<file path="src/rtl/mux3_sel_arbiter.sv">
// Round-robin arbiter driving the SL0/SL1 selects of a shared 3:1 mux; 1-cycle request-to-grant, back-to-back hand-over.
// Optional MUX3_ARB_LOCK_EN adds a LOCK input that pins the current owner until it drops its request.
module mux3_sel_arbiter #(
  parameter int MAX_BURST = 8,
  parameter int CW        = $clog2(MAX_BURST)
) (
  input  logic       CK,
  input  logic       RST,
`ifdef MUX3_ARB_LOCK_EN
  input  logic       LOCK,
`endif
  input  logic [2:0] REQ,
  input  logic [2:0] LAST,
  output logic [2:0] GNT,
  output logic       VALID,
  output logic       SL0,
  output logic       SL1,
  output logic [1:0] OWNER
);

  typedef enum logic {S_IDLE = 1'b0, S_BUSY = 1'b1} state_t;

  localparam logic [CW-1:0] CNT_MAX = CW'(MAX_BURST - 1);

  state_t        r_state;
  logic [2:0]    r_gnt;
  logic [1:0]    r_owner;
  logic [1:0]    r_ptr;
  logic [CW-1:0] r_cnt;
  logic          r_sl0;
  logic          r_sl1;

  state_t        w_nxt_state;
  logic [1:0]    w_nxt_owner;
  logic [1:0]    w_nxt_ptr;
  logic [CW-1:0] w_nxt_cnt;
  logic [2:0]    w_nxt_gnt;
  logic          w_nxt_sl0;
  logic          w_nxt_sl1;

  logic [2:0]    w_own_oh;
  logic [2:0]    w_others;
  logic          w_at_max;
  logic          w_release;

  function automatic logic [1:0] f_inc3(input logic [1:0] v);
    f_inc3 = (v == 2'd2) ? 2'd0 : v + 2'd1;
  endfunction

  // First set bit of req searching ptr, ptr+1, ptr+2 (mod 3); only meaningful when req != 0.
  function automatic logic [1:0] f_pick(input logic [2:0] req, input logic [1:0] ptr);
    logic [1:0] c1;
    logic [1:0] c2;
    c1 = f_inc3(ptr);
    c2 = f_inc3(c1);
    if (req[ptr])     f_pick = ptr;
    else if (req[c1]) f_pick = c1;
    else              f_pick = c2;
  endfunction

  assign w_own_oh = 3'b001 << r_owner;
  assign w_others = REQ & ~w_own_oh;
  assign w_at_max = (r_cnt == CNT_MAX);

`ifdef MUX3_ARB_LOCK_EN
  assign w_release = LOCK ? ~REQ[r_owner]
                          : (~REQ[r_owner] | LAST[r_owner] | (w_at_max & (|w_others)));
`else
  assign w_release = ~REQ[r_owner] | LAST[r_owner] | (w_at_max & (|w_others));
`endif

  // State register
  always_ff @(posedge CK) begin
    if (RST) begin
      r_state <= S_IDLE;
      r_gnt   <= 3'b000;
      r_owner <= 2'd0;
      r_ptr   <= 2'd0;
      r_cnt   <= '0;
      r_sl0   <= 1'b0;
      r_sl1   <= 1'b0;
    end else begin
      r_state <= w_nxt_state;
      r_gnt   <= w_nxt_gnt;
      r_owner <= w_nxt_owner;
      r_ptr   <= w_nxt_ptr;
      r_cnt   <= w_nxt_cnt;
      r_sl0   <= w_nxt_sl0;
      r_sl1   <= w_nxt_sl1;
    end
  end

  // Next-state logic
  always_comb begin
    w_nxt_state = r_state;
    w_nxt_owner = r_owner;
    w_nxt_ptr   = r_ptr;
    w_nxt_cnt   = r_cnt;
    case (r_state)
      S_IDLE: begin
        if (|REQ) begin
          w_nxt_state = S_BUSY;
          w_nxt_owner = f_pick(REQ, r_ptr);
          w_nxt_cnt   = '0;
        end
      end
      S_BUSY: begin
        if (!w_release) begin
          if (!w_at_max) w_nxt_cnt = r_cnt + 1'b1;
        end else begin
          w_nxt_ptr = f_inc3(r_owner);
          if (|w_others) begin
            w_nxt_owner = f_pick(w_others, f_inc3(r_owner));
            w_nxt_cnt   = '0;
          end else begin
            w_nxt_state = S_IDLE;
          end
        end
      end
      default: w_nxt_state = S_IDLE;
    endcase
  end

  // Output logic: selects follow the owner even into IDLE so Z does not glitch.
  always_comb begin
    w_nxt_gnt = 3'b000;
    w_nxt_sl0 = (w_nxt_owner == 2'd1);
    w_nxt_sl1 = (w_nxt_owner == 2'd2);
    if (w_nxt_state == S_BUSY) w_nxt_gnt = 3'b001 << w_nxt_owner;
  end

  assign GNT   = r_gnt;
  assign VALID = |r_gnt;
  assign SL0   = r_sl0;
  assign SL1   = r_sl1;
  assign OWNER = r_owner;

endmodule
</file>
<file path="config.mk">
export PLATFORM = sky130hd
export DESIGN_NAME = mux3_sel_arbiter
export DESIGN_NICKNAME = d
export VERILOG_FILES = /design/src/rtl/mux3_sel_arbiter.sv
export SDC_FILE = /design/constraint.sdc
export NUM_CORES = 1
export LEC_CHECK = 0
export ABC_AREA = 1
export CORE_UTILIZATION = 41
export DETAILED_ROUTE_END_ITERATION = 6
export PLACE_DENSITY = 0.65
export RECOVER_POWER = 100
export SYNTH_ARGS = -nofsm -noshare
export SYNTH_HDL_FRONTEND = slang
export SYNTH_SLANG_ARGS = --single-unit
</file>
<file path="constraint.sdc">
create_clock -name CK -period 2.9 [get_ports CK]
set_input_delay 0.58 -clock CK [delete_from_list [all_inputs] [get_ports CK]]
set_output_delay 0.58 -clock CK [all_outputs]
set_load 0.01 [all_outputs]
</file>
==> results.toml <==
[outcome]
status = "completed"

[finish]
areaGrowthSynthToFinish_pct = 19.2
utilization = 0.546
fillers = 186
final_cell_area_um2 = 993
drive_gt1_frac = 0.104
nNetsFinal = 155
num_antenna_cells = 0

[setup_path]
end_kind = "flip-flop"
crit_chain = "dlygate4sd3_1 > nand3_1 > nand2_1 > nor2_2 > nor2_1 > nand2_1 > nand2_1 > nand2_1 > nand2_1 > nand2_2 > nand2_1 > nor2_1"
path_delay_family = "simple AND/OR/NAND/NOR gates"
r2r_slack_ns = 0.96
cp_max_fo = 7
reg2reg_depth = 11
worstSetupPathType = "in -> reg"
required_ns = 3.07
path_common_cell = "nand2_1"
cp_slowest_cell = "dlygate4sd3_1"
crit_buf_inv = 1
reg2reg_to = "r_cnt[2]"
critPathArrivalTime_ns = 2.44
slowest_delay_ns = 0.69
cp-start-kind = "primary input"
r2r_start = "OWNER[0]"

[drt]
final_antenna_net_count = 0
wire_per_inst_um = 11.2
drt_pass1_iterations = 4
drc = 0
wl_um = 1890
drtIter0Drc = 28
via_per_inst = 5.08
vias = 858

[synth]
yosysUniqueCellTypes = 21
synth_area_leaders = "dfxtp_1, nand2_1, nand3_1"
ys_seq_area_frac = 0.312
synthTopCellsByCount = "nand2_1, nor2_1, dfxtp_1"
yosys_warnings = 0
syn_area_um2 = 833
synth_top_area_frac = 0.312
ys_async_sr_fraction = 0
avgSynthCellArea_um2 = 6.56
synth-edff-count = 0
synth_ff_type = "dfxtp_1"
synth-seq-cells = 13
yosysTopAreaCell = "dfxtp_1"
syn_nets = 137
synth_cells = 127
synth_most_common_cell = "nand2_1"

[floorplan]
fp-row-count = 15
die_h_um = 47.1
ios = 16
die_x_um = 47.1
dieArea_um2 = 2220
start_util = 0.458
core-area_um2 = 1820

[sta]
finClkSkew_ns = 0.00259
final.setup.worst_slack_ns = 0.633
rsz0062_at_grt = "false"
hold_viol = 0
tightest_slew_ns = 0.372
final-max-slew-violation-count = 0
setup_viol = 0
finalSetupTns_ns = 0
fin_crit_ns = 2.27
max_freq_mhz = 441
max_slew_margin = 0.751
period_share = 0.782

[power_and_ir_drop]
power_density_nw_per_um2 = 599
leakagePower_nw = 0.497
ir_drop_uv = 403

[clocking]
cts_setup_buffers = 0
cts.repair.resized = 0
cts-root-buf = "clkbuf_4"
cts.clk_slew.worst_paths_ns = 0.08
cts.sinks = 13
cts_htree_levels = 1
ctsLongestPathBuffers = 2
cts_hold_buf = 0
cts_buffers = 3
clock_latency_ns = 0.28
cts_tree = "built"

[grt]
antenna_found_initial = 0
grt_max_degree = 11
overflow = 0
grt_pass1_wl_um = 3070
track_usage = 0.201
grt_pass1_vias = 688

[worst_hold_path]
hold_end = "r_cnt[2]"
hold_path_class = "reg -> reg"
holdPathStages = 2
min_from = "r_cnt[2]"

[placed_design]
port_buffers = 15
placed_area_um2 = 1000
dpl.hpwl_um = 1480
dp_slack_ns = 0.693
gp_congestion = 0.885

[job]
maxCapViolations = 0
-- per-layer routing --
metal	vias to the layer above	GRT usage	wire length, um
met5	-	0	0
met4	0	0.0514	21
met3	5	0.0577	126
met2	31	0.311	874
met1	377	0.275	871
li1	445	-	-
-- registers in the layout, summed over array words and instances, names as in the netlist --
name,flops
r_cnt,3
OWNER,2
SL1,1
GNT,3
r_state,1
r_ptr,2
SL0,1
-- worst max-delay path by stage --
stage | start | endpoint | slack, ns | cells past startpoint
2_1_floorplan | OWNER[0] | SL1 | 1.39 | 12
3_3_place_gp | REQ[1] | SL0 | 0.72 | 12
3_5_place_dp | REQ[1] | SL1 | 0.69 | 12
4_1_cts | OWNER[0] | OWNER[0] | 0.86 | 1
5_1_grt | REQ[2] | SL1 | 0.45 | 12
6_report | REQ[2] | SL1 | 0.63 | 12
-- power by group --
part / total, W / leakage [nW] / switching, W / internal, W
Sequential: 0.000239 / 0.107 / 0.0000314 / 0.000208
Clock: 0.000113 / 0.0150 / 0.0000591 / 0.0000534
Combinational: 0.000244 / 0.375 / 0.000144 / 0.0000995
Total: 0.000595 / 0.497 / 0.000234 / 0.000361
-- layout make-up --
| cell class | instances | area (um2) | area share |
|---|---|---|---|
| Sequential cell | 13 | 260 | 0.262 |
| Tap cell | 25 | 31.3 | 0.0315 |
| Clock buffer | 4 | 26.3 | 0.0264 |
| Timing Repair Buffer | 15 | 150 | 0.151 |
| Multi-Input combinational cell | 100 | 480 | 0.484 |
| Inverter | 12 | 45.0 | 0.0453 |
-- stage by stage --
stage / hold WS [ns] / cells / power (W)
6_report: 0.496 / 169 / 0.000595
3_5_place_dp: 0.483 / 165 / 0.000513
3_3_place_gp: 0.471 / 165 / 0.000509
4_1_cts: 0.499 / 169 / 0.000628
5_1_grt: 0.520 / 169 / 0.000645
2_1_floorplan: 0.459 / 127 / 0.000419
-- cell usage in the layout (no fill, tap or decap), types with 3 or more instances in the layout --
cell type / instances
clkdlybuf4s50_1: 6
nand2_2: 3
clkbuf_4: 3
nor2_1: 19
a21oi_1: 7
inv_1: 10
o21ai_0: 7
dlygate4sd3_1: 9
dfxtp_1: 13
nand3_1: 13
nand2_1: 36
nor2_2: 3
-- tightest hold or removal path, cell delays in order, from the launching register on --
cell and delay [ns]:
dfxtp_1 0.32, nor2_1 0.10, nor2_1 0.05
-- kinds of logic after synthesis --
family | after synthesis | synth area share
buffers and inverters | 14 | 0.0691
flip-flops | 13 | 0.312
adder cells (fa/ha/maj) | 2 | 0.0300
AND/OR/NAND/NOR | 82 | 0.485
AO/OA/AOI/OAI | 16 | 0.104
(Power assumes the default switching activity.)
